$ cat src/rtl/phys_free_list.sv
// phys_free_list
// Circular free list of physical register indices for the rename stage.
// The list holds one entry per physical register and has three pointers:
//   head        - speculative read pointer; rename allocates from here
//   commit_head - read pointer of retired allocations; flush restores head to it
//   tail        - write pointer; retiring instructions return old mappings here
// Pointers carry an extra wrap bit, so the list is empty when head == tail.
//
// Ports:
//   CLK, RESET          clock, asynchronous active-high reset
//   Alloc_IN            rename requests one destination register
//   AllocReg_OUT        register at head (valid when AllocValid_OUT)
//   AllocValid_OUT      list non-empty
//   Retire_IN           oldest allocating instruction retires
//   RetireOldReg_IN     its superseded mapping, returned to the list
//   Flush_IN            squash every non-retired allocation
//   BusyReg_OUT         register-file busy port: index
//   SetBusy_OUT         register-file busy port: write enable
//   BusyValue_OUT       register-file busy port: value (always 1)
//   FreeCount_OUT       tail - head
//   dbg_head, dbg_commit_head, dbg_tail  raw pointer state for observation
//
// Handshake: an allocation happens on a rising edge where Alloc_IN=1,
// AllocValid_OUT=1 and Flush_IN=0; rename stalls while AllocValid_OUT=0.
// Retire has no back-pressure: it is always accepted on the edge it is seen.
module phys_free_list #(
    parameter int NUM_PHYS_REGS = 64,
    parameter int NUM_ARCH_REGS = 32,
    localparam int LOG_PHYS = $clog2(NUM_PHYS_REGS),
    localparam int PTR_W    = LOG_PHYS + 1
) (
    input  logic                CLK,
    input  logic                RESET,
    input  logic                Alloc_IN,
    output logic [LOG_PHYS-1:0] AllocReg_OUT,
    output logic                AllocValid_OUT,
    input  logic                Retire_IN,
    input  logic [LOG_PHYS-1:0] RetireOldReg_IN,
    input  logic                Flush_IN,
    output logic [LOG_PHYS-1:0] BusyReg_OUT,
    output logic                SetBusy_OUT,
    output logic                BusyValue_OUT,
    output logic [PTR_W-1:0]    FreeCount_OUT,
    output logic [PTR_W-1:0]    dbg_head,
    output logic [PTR_W-1:0]    dbg_commit_head,
    output logic [PTR_W-1:0]    dbg_tail
);

    localparam int NUM_FREE_AT_RESET = NUM_PHYS_REGS - NUM_ARCH_REGS;

    logic [LOG_PHYS-1:0] entries [NUM_PHYS_REGS];
    logic [PTR_W-1:0]    head;
    logic [PTR_W-1:0]    commit_head;
    logic [PTR_W-1:0]    tail;

    logic                alloc_fire;
    logic [PTR_W-1:0]    commit_head_next;

    // All read-side outputs depend on registered state only.
    assign AllocValid_OUT = (head != tail);
    assign AllocReg_OUT   = entries[head[LOG_PHYS-1:0]];
    assign FreeCount_OUT  = tail - head;

    assign alloc_fire     = Alloc_IN & AllocValid_OUT & ~Flush_IN;

    // The register file writes the busy bit on the same edge the allocation
    // advances head, so the enable is the allocate-fire itself.
    assign SetBusy_OUT    = alloc_fire;
    assign BusyReg_OUT    = AllocReg_OUT;
    assign BusyValue_OUT  = 1'b1;

    // Retire is older than a same-cycle flush, so flush restores head to the
    // post-retire commit pointer.
    assign commit_head_next = Retire_IN ? commit_head + PTR_W'(1) : commit_head;

    assign dbg_head        = head;
    assign dbg_commit_head = commit_head;
    assign dbg_tail        = tail;

    always_ff @(posedge CLK or posedge RESET) begin
        if (RESET) begin
            head        <= '0;
            commit_head <= '0;
            tail        <= PTR_W'(NUM_FREE_AT_RESET);
        end else begin
            commit_head <= commit_head_next;
            if (Retire_IN) begin
                tail <= tail + PTR_W'(1);
            end
            if (Flush_IN) begin
                head <= commit_head_next;
            end else if (alloc_fire) begin
                head <= head + PTR_W'(1);
            end
        end
    end

    // Registers NUM_ARCH_REGS and up start free; the low ones hold the
    // architectural mappings and are not in the list at reset.
    always_ff @(posedge CLK or posedge RESET) begin
        if (RESET) begin
            for (int i = 0; i < NUM_PHYS_REGS; i++) begin
                entries[i] <= (i < NUM_FREE_AT_RESET) ? LOG_PHYS'(NUM_ARCH_REGS + i) : '0;
            end
        end else if (Retire_IN) begin
            entries[tail[LOG_PHYS-1:0]] <= RetireOldReg_IN;
        end
    end

endmodule
$ cat config.mk
export PLATFORM = sky130hd
export DESIGN_NAME = phys_free_list
export DESIGN_NICKNAME = d
export VERILOG_FILES = /design/src/rtl/phys_free_list.sv
export SDC_FILE = /design/constraint.sdc
export NUM_CORES = 1
export LEC_CHECK = 0
export CAP_MARGIN = 20
export CORE_ASPECT_RATIO = 2
export CORE_UTILIZATION = 45
export CTS_BUF_LIST = sky130_fd_sc_hd__clkbuf_2 sky130_fd_sc_hd__clkbuf_4 sky130_fd_sc_hd__clkbuf_8
export DETAILED_ROUTE_END_ITERATION = 10
export HOLD_SLACK_MARGIN = 0.1
export RECOVER_POWER = 25
export SETUP_SLACK_MARGIN = 0.3
export SYNTH_ARGS = -nofsm -noshare
export SYNTH_HDL_FRONTEND = slang
export SYNTH_SLANG_ARGS = --single-unit
$ cat constraint.sdc
create_clock -name CLK -period 21.5 [get_ports CLK]
set_input_delay 6.45 -clock CLK [delete_from_list [all_inputs] [get_ports CLK]]
set_output_delay 6.45 -clock CLK [all_outputs]
set_load 0.01 [all_outputs]
==> metrics.md, run 1 <==
| Metric | Value |
|---|---|
| Most frequent cells in the layout | `402 x mux2_2, 290 x dfrtp_1, 113 x dfstp_2` |
| Register Area | `0.01028 mm²` |
| Total CTS buffers | `57` |
| Starting Density | `45.62%` |
| Syn_nets | `1,330` |
| Final instance area | `0.02129 mm²` |
| Die area | `0.04323 mm²` |
| Vias per std cell | `5.733` |
| Crit path from | `Flush_IN` |
| CP arrival | `7.79 ns` |
| GRT Residual Overflow | `0` |
| Die Height | `293.1 µm` |
| RD Place Congestion | `0.8519` |
| Top FF cell, synth | `dfrtp_1` |
| Final net count | `1,366` |
| Worst Path Max Fanout | `15` |
| CTS tree | `built` |
| Antenna-violating nets left | `0` |
| Clk buf depth | `3` |
| Tmin final | `14.24 ns` |
| Violated checks | `capacitance limit, slew limit` |
| Hold Path Origin | `entries[369]` |
| Drt pass-1 iters | `7` |
| Max Fclk | `70.21 MHz` |
| Most common cell after layout, fill and taps aside | `mux2_2` |
| Tot GR Track Use | `23.05%` |
| Hold Crit Class | `register to register` |
| Yosys warns | `0` |
| Root buffer cell | `clkbuf_8` |
| Top Ports | `54` |
| Slew Limit Fails | `93` |
| DP Area | `0.02001 mm²` |
| Seq/Total Area, Yosys | `53.91%` |
| RSZ-0062 raised after global routing | `false` |
| Final setup fails | `0` |
| Yosys reg bits | `405` |
| Cell Rows | `106` |
| Cell Pwr Density | `142.5 mW/mm²` |
| Largest net degree at the start of global routing | `169` |
| Port bufs | `52` |
| Max Cap Viol | `1` |
| Setup_tns | `0 ns` |
| Vias in the first global route | `12,050` |
| Sink Count | `405` |
| Die W | `147.5 µm` |
| Avg WL per Cell | `24.78 µm` |
| Worst path required time | `15.05 ns` |
| Worst-path clk slew | `0.06 ns` |
| Area Overhead vs Synth | `11.69%` |
| FILL cells | `3,634` |
| Clock Latency Late Sink | `0.63 ns` |
| Async set-reset flop share out of synthesis | `100.0%` |
| Via count | `11,090` |
| Syn avg cell area | `14.56 µm²` |
| Post-Route Skew | `0.02423 ns` |
| # hold bufs at CTS | `0` |
| Number of setup buffers added after CTS | `0` |
| H-tree depth | `2` |
| Multi-input gate area | `0.008319 mm²` |
| Status | `finished with violations` |
| Peak VDD IR | `0.08114 mV` |
| Synth cell types | `46` |
| Post-synth EDFFs | `0` |
| Share of cells above drive strength 1 | `53.55%` |
| Hpwl dp | `30,850 µm` |
| Post-Syn Instances | `1,309` |
| Final hold vios | `0` |
| Leak Pwr | `9.481 nW` |
| Hold_ws | `0.5009 ns` |
| Number of remaining DRC errors | `0` |
| Period Utilization, post-route | `66.24%` |
| Relative slew slack | `-172.9%` |
| Critical Path Sink Type | `primary output` |
| Starting DRC count in detailed routing | `467` |
| Initial antenna violation count | `1` |
| First-pass GRT wire length | `74,210 µm` |
| R2r startpoint | `dbg_head[1]` |
| Total wire length | `47,920 µm` |
| Synthesized area | `0.01906 mm²` |
| Type of the worst setup path | `input port to primary output` |
| CP startpoint kind | `input port` |
| Worst Tran Pin Value | `4.071 ns` |
| PostCTS Resize Cnt | `0` |
| Core area | `0.04178 mm²` |
Yosys cell counts (all sizes together), types with 9 or more instances:
cell type / number / area (µm²)
a21oi: 15 / 75.07
a22oi: 22 / 165.2
buf: 39 / 219.0
clkbuf: 56 / 210.2
dfrtp: 292 / 7307
dfstp: 113 / 2969
ha: 9 / 112.6
inv: 10 / 37.54
mux2: 403 / 4538
mux2i: 24 / 240.2
mux4: 80 / 1802
nand2: 73 / 274.0
nand3: 14 / 70.07
nor2: 35 / 136.4
nor3: 11 / 55.05
o21ai: 19 / 95.09
o22ai: 9 / 56.30
xnor2: 14 / 122.6
xor2: 9 / 78.83
stage by stage:
step,utilization (%),power (W),setup slack (ns),instances
5_1_grt,50.96,0.003195,7.159,1934
3_3_place_gp,47.84,0.002366,7.239,1825
3_5_place_dp,47.89,0.002405,7.253,1826
6_report,50.96,0.003034,7.258,1934
4_1_cts,50.97,0.003069,7.247,1933
2_1_floorplan,-,0.001991,3.971,1309
final cells by class:
type	count	area share, %
well taps	540	3.174
clock inverters	7	0.1998
flip-flops and latches	405	48.30
inverters	11	0.1998
diodes	1	0.01175
multi-input cells	798	39.08
clock buffers	100	5.848
repair buffers	72	3.185
flip-flops by register name, summed over array words and instances, names as in the netlist:
name and flops:
dbg_head 7, dbg_tail 7, dbg_commit_head 7, entries 384
cell families (layout without fill, tap and decap cells):
kind of cell	after synthesis	after routing	synth area share [%]
compound gates	92	92	3.328
other cells	1	2	0.01967
xor+xnor	23	23	1.057
mux	507	507	34.52
buf+inv	106	190	2.468
simple gates	165	165	3.998
flops	405	405	53.91
fa+ha+maj	10	10	0.6958
where the power goes:
group          internal, W  total, W  switching, W
clock             0.000362  0.000657      0.000294
combinational     0.000593   0.00111      0.000522
sequential         0.00107   0.00126      0.000189
total              0.00203   0.00303       0.00100
routing by layer:
metal  track usage (%)  wire length (µm)
met5                 0                 0
met4             11.97              2497
met3             2.764              1578
met2             42.08             25830
met1             26.09             18010
critical path, cell delays in order:
cell and delay, ns:
clkdlybuf4s50_1 0.61, nor2_1 0.19, clkdlybuf4s50_1 0.54
final timing paths:
kind	end	slack [ns]	cells after the start
setup / recovery	SetBusy_OUT	7.26	3
hold / removal	entries[369]	0.50	1
setup reg to reg	dbg_head[6]	17.72	9
hold reg to reg	entries[369]	0.50	1
max in group asynchronous	entries[285]	11.02	4
min in group asynchronous	entries[9]	7.53	2
Power figures use the tool's default switching activity.
==> run 2, diff against run 1 <==
==> constraint.sdc (replaced) <==
create_clock -name CLK -period 13.9 [get_ports CLK]
set_input_delay 4.17 -clock CLK [delete_from_list [all_inputs] [get_ports CLK]]
set_output_delay 4.17 -clock CLK [all_outputs]
set_load 0.01 [all_outputs]
==> metrics.md, run 2 (synthesis results as in run 1) <==
| Metric | Value |
|---|---|
| Period Utilization, post-route | `69.76%` |
| Max Fclk | `103.1 MHz` |
| Final net count | `1,369` |
| Clock power frac | `20.8%` |
| Cell total after placement | `1,829` |
| Cell Pwr Density | `218.7 mW/mm²` |
| Core area | `0.04178 mm²` |
| Hpwl dp | `30,850 µm` |
| Post-Layout Cell Count | `1,935` |
| RSZ-0062 raised after global routing | `false` |
| Type of the worst setup path | `input port to primary output` |
| Hold depth | `1` |
| Cell Int Power | `0.003089 W` |
| Most frequent CP cell | `clkdlybuf4s50_1` |
| Number of setup buffers added after CTS | `0` |
| Worst Path Max Fanout | `15` |
| R2R setup slack | `10.00 ns` |
| Power Total | `0.004634 W` |
| CTS tree | `built` |
| Most common cell after layout, fill and taps aside | `mux2_2` |
| Antenna-violating nets left | `0` |
| Tot GR Track Use | `22.96%` |
| Clock Latency Late Sink | `0.62 ns` |
| Port bufs | `52` |
| Clk buf depth | `3` |
| Root buffer cell | `clkbuf_8` |
| Critical path's largest stage delay | `0.62 ns` |
| Die Height | `293.1 µm` |
| Relative slew slack | `-150.8%` |
| Die W | `147.5 µm` |
| Largest register FFs | `384` |
| Share of cells above drive strength 1 | `53.52%` |
| CP max stage cell | `clkdlybuf4s50_1` |
| Slew Limit Fails | `72` |
| Final setup fails | `0` |
| Setup_tns | `0 ns` |
| Worst-path clk slew | `0.06 ns` |
| Tmin final | `9.696 ns` |
| Critical Path Sink Type | `primary output` |
| Worst path required time | `9.73 ns` |
| Hold Path Origin | `entries[33]` |
| Logic gate share of total power | `37.1%` |
| Vias in the first global route | `12,090` |
| Largest net degree at the start of global routing | `170` |
| Global routing's busiest layer | `met2` |
| GRT Residual Overflow | `0` |
| FF-to-FF path depth | `9` |
| Worst Tran Pin Value | `3.762 ns` |
| Switching Share | `33.34%` |
| Post-Route Skew | `0.02210 ns` |
| Number of remaining DRC errors | `0` |
| Area Overhead vs Synth | `11.18%` |
| Sequential power share | `42.1%` |
| First-pass GRT wire length | `73,910 µm` |
| R2r startpoint | `dbg_head[1]` |
| Max Cap Viol | `1` |
| Initial antenna violation count | `1` |
| H-tree depth | `2` |
| RD Place Congestion | `0.8518` |
| R2R Path End | `dbg_head[6]` |
| Cell Rows | `106` |
| Drt pass-1 iters | `4` |
| Violated checks | `capacitance limit, slew limit` |
| Finished Core Util | `50.72%` |
| Die area | `0.04323 mm²` |
| Hold_ws | `0.4996 ns` |
| Total CTS buffers | `56` |
| Starting DRC count in detailed routing | `453` |
| Most frequent cells in the layout | `402 x mux2_2, 290 x dfrtp_1, 113 x dfstp_2` |
| Total wire length | `47,240 µm` |
| Final hold vios | `0` |
| Top delay family on crit path | `buffers and inverters` |
| Leak Pwr | `9.449 nW` |
| Biggest register | `entries` |
| Hold endpoint | `entries[33]` |
| Met2 GRT Util | `41.57%` |
| Hold Crit Class | `register to register` |
| # hold bufs at CTS | `0` |
| GR met1 Demand/Resource | `26.32%` |
| PostCTS Resize Cnt | `0` |
| CP arrival | `5.53 ns` |
| Via count | `11,060` |
| Avg WL per Cell | `24.41 µm` |
| Top Ports | `54` |
| Worst-path cell chain | `clkdlybuf4s50_1, nor2_1, clkdlybuf4s50_1` |
| Peak VDD IR | `0.1025 mV` |
| Starting Density | `45.62%` |
| Status | `finished with violations` |
| Switch Pwr | `0.001545 W` |
| CP Buf/Inv Count | `2` |
| Vias per std cell | `5.716` |
| CP startpoint kind | `input port` |
| Sink Count | `405` |
| Routing usage on met3 | `3.261%` |
run 2: metal layers:
metal  vias to the layer above  wire length [µm]
met2                       248             25450
met1                      5823             17750
met4                         0              2155
met5                         -                 0
met3                        91              1893
li1                       4899                 -
run 2: layout make-up:
cell class	count	area, µm²
Multi-Input combinational cell	798	8322
Inverter	11	42.54
Fill cell	3691	20590
Timing Repair Buffer	76	675.6
Sequential cell	405	10280
Tap cell	540	675.6
Clock inverter	9	51.30
Antenna cell	1	2.502
Clock buffer	95	1139
run 2: power by group through the flow:
stage | registers, W | logic (W) | clock network, W
after floorplan | 0.00183 | 0.00125 | 0
after global placement | 0.00195 | 0.00171 | 0
after detailed placement | 0.00197 | 0.00174 | 0
after CTS | 0.00195 | 0.00174 | 0.000994
after global routing | 0.00201 | 0.00185 | 0.00104
final | 0.00195 | 0.00172 | 0.000964
run 2: how the worst max path moves through the flow:
| stage | cells past startpoint | endpoint | slack, ns | start |
|---|---|---|---|---|
| 6_report | 3 | SetBusy_OUT | 4.20 | Flush_IN |
| 5_1_grt | 5 | entries[154] | 3.79 | RESET |
| 4_1_cts | 3 | SetBusy_OUT | 4.20 | Flush_IN |
| 3_5_place_dp | 3 | SetBusy_OUT | 4.20 | Flush_IN |
| 3_3_place_gp | 3 | SetBusy_OUT | 4.22 | Flush_IN |
| 2_1_floorplan | 1 | dbg_commit_head[0] | 4.37 | RESET |
run 2: stage by stage:
stage | worst slack, ns | instance area, µm²
floorplan | 4.367 | 19060
global placement | 4.219 | 19990
detailed placement | 4.203 | 20000
CTS | 4.197 | 21190
global route | 3.795 | 21190
finish | 4.204 | 21190
run 2: worst reg2reg max path, cell delays in order, from the launching register on:
cell	delay (ns)
dfrtp_4	0.96
buf_4	0.73
inv_1	0.41
ha_1	0.41
nand2_1	0.09
o311ai_0	0.66
nor2_1	0.15
nand3_1	0.14
xor2_1	0.15
o21ai_0	0.09
==> run 3, diff against run 2 <==
==> constraint.sdc (replaced) <==
create_clock -name CLK -period 9.6 [get_ports CLK]
set_input_delay 2.88 -clock CLK [delete_from_list [all_inputs] [get_ports CLK]]
set_output_delay 2.88 -clock CLK [all_outputs]
set_load 0.01 [all_outputs]
==> metrics.md, run 3 (synthesis results as in run 1) <==
| Metric | Value |
|---|---|
| Die area | `0.04323 mm²` |
| CTS tree | `built` |
| Vias in the first global route | `12,270` |
| Routing usage on met3 | `3.137%` |
| Root buffer cell | `clkbuf_8` |
| Post-Route Skew | `0.02289 ns` |
| RSZ-0062 raised after global routing | `false` |
| Initial antenna violation count | `1` |
| Drt pass-1 iters | `5` |
| Tot GR Track Use | `23.35%` |
| Clk buf depth | `3` |
| PostCTS Resize Cnt | `0` |
| Worst-path clk slew | `0.07 ns` |
| Antenna-violating nets left | `0` |
| # hold bufs at CTS | `0` |
| Met2 GRT Util | `42.30%` |
| GR met1 Demand/Resource | `26.75%` |
| Clock Latency Late Sink | `0.63 ns` |
| Total wire length | `48,300 µm` |
| Port bufs | `52` |
| Die Height | `293.1 µm` |
| Max Cap Viol | `4` |
| Vias per std cell | `5.813` |
| Sink Count | `405` |
| Hold Crit Class | `register to register` |
| Largest register FFs | `384` |
| Final net count | `1,373` |
| Most common cell after layout, fill and taps aside | `mux2_2` |
| First-pass GRT wire length | `75,150 µm` |
| Total CTS buffers | `58` |
| Starting DRC count in detailed routing | `544` |
| Share of cells above drive strength 1 | `53.43%` |
| Top Ports | `54` |
| R2R setup slack | `6.51 ns` |
| Slew Limit Fails | `148` |
| Relative slew slack | `-52.14%` |
| Violated checks | `capacitance limit, slew limit` |
| Worst Tran Pin Value | `2.282 ns` |
| Hpwl dp | `31,630 µm` |
| Cell Pwr Density | `320.7 mW/mm²` |
| Via count | `11,280` |
| CP arrival | `4.35 ns` |
| CP startpoint kind | `register` |
| Final hold vios | `0` |
| Worst Path Max Fanout | `39` |
| Number of setup buffers added after CTS | `0` |
| Die W | `147.5 µm` |
| RD Place Congestion | `0.8590` |
| Setup_tns | `0 ns` |
| Critical Path Sink Type | `primary output` |
| Core area | `0.04178 mm²` |
| Max Fclk | `138.3 MHz` |
| Cell Rows | `106` |
| Area Overhead vs Synth | `11.87%` |
| Peak VDD IR | `0.1628 mV` |
| Most frequent cells in the layout | `402 x mux2_2, 290 x dfrtp_1, 113 x dfstp_2` |
| Biggest register | `entries` |
| Period Utilization, post-route | `75.31%` |
| Largest net degree at the start of global routing | `202` |
| Starting Density | `45.62%` |
| Tmin final | `7.230 ns` |
| Avg WL per Cell | `24.88 µm` |
| Type of the worst setup path | `register to primary output` |
| Global routing's busiest layer | `met2` |
| GRT Residual Overflow | `0` |
| H-tree depth | `2` |
| Leak Pwr | `9.502 nW` |
| Worst path required time | `6.72 ns` |
| Number of remaining DRC errors | `0` |
| Hold_ws | `0.5012 ns` |
| Final setup fails | `0` |
| Status | `finished with violations` |
==> run 3: layer usage <==
| layer | share of wire, % | vias to the layer above |
|---|---|---|
| li1 | - | 4907 |
| met5 | 0 | - |
| met1 | 38 | 6009 |
| met2 | 54 | 255 |
| met3 | 3.3 | 112 |
| met4 | 4.7 | 0 |
==> run 3: worst max-delay path: stages, from the launching register on <==
cell	delay, ns
dfrtp_4	0.85
buf_4	0.74
mux4_2	0.61
mux2i_1	0.28
o22ai_1	0.15
o22ai_1	0.18
o2111ai_1	0.29
clkdlybuf4s50_1	0.57
==> run 3: final timing paths <==
| path | from | end | cells after the start |
|---|---|---|---|
| worst max-delay path | dbg_head[0] | BusyReg_OUT[4] | 7 |
| worst min-delay path | entries[2] | entries[2] | 1 |
| worst max register to register | dbg_head[2] | dbg_head[6] | 8 |
| worst min register to register | entries[2] | entries[2] | 1 |
| max in group asynchronous | RESET | entries[59] | 4 |
| min in group asynchronous | RESET | entries[294] | 2 |
==> run 3: report_power, final <==
part / leakage [nW] / switching, W / internal (W)
combinational: 3.70 / 0.00122 / 0.00133
clock: 0.688 / 0.000661 / 0.000831
sequential: 5.12 / 0.000385 / 0.00240
==> run 3: cell type report <==
type	count	area [µm²]
clock inverters	7	71.32
diodes	1	2.502
fillers	3570	20450
multi-input cells	798	8314
inverters	11	42.54
repair buffers	78	699.4
clock buffers	101	1234
well taps	540	675.6
flip-flops and latches	405	10280
==> run 3: through the flow <==
step           power, W  area, µm²  worst slack, ns  utilization [%]  instances
2_1_floorplan  0.004461      19060            1.357                -       1309
3_3_place_gp   0.005338      20030            2.436            47.94       1832
3_5_place_dp   0.005405      20030            2.470            47.94       1832
4_1_cts        0.006917      21330            2.292            51.07       1940
5_1_grt        0.007199      21320            2.159            51.04       1941
6_report       0.006839      21320            2.370            51.04       1941
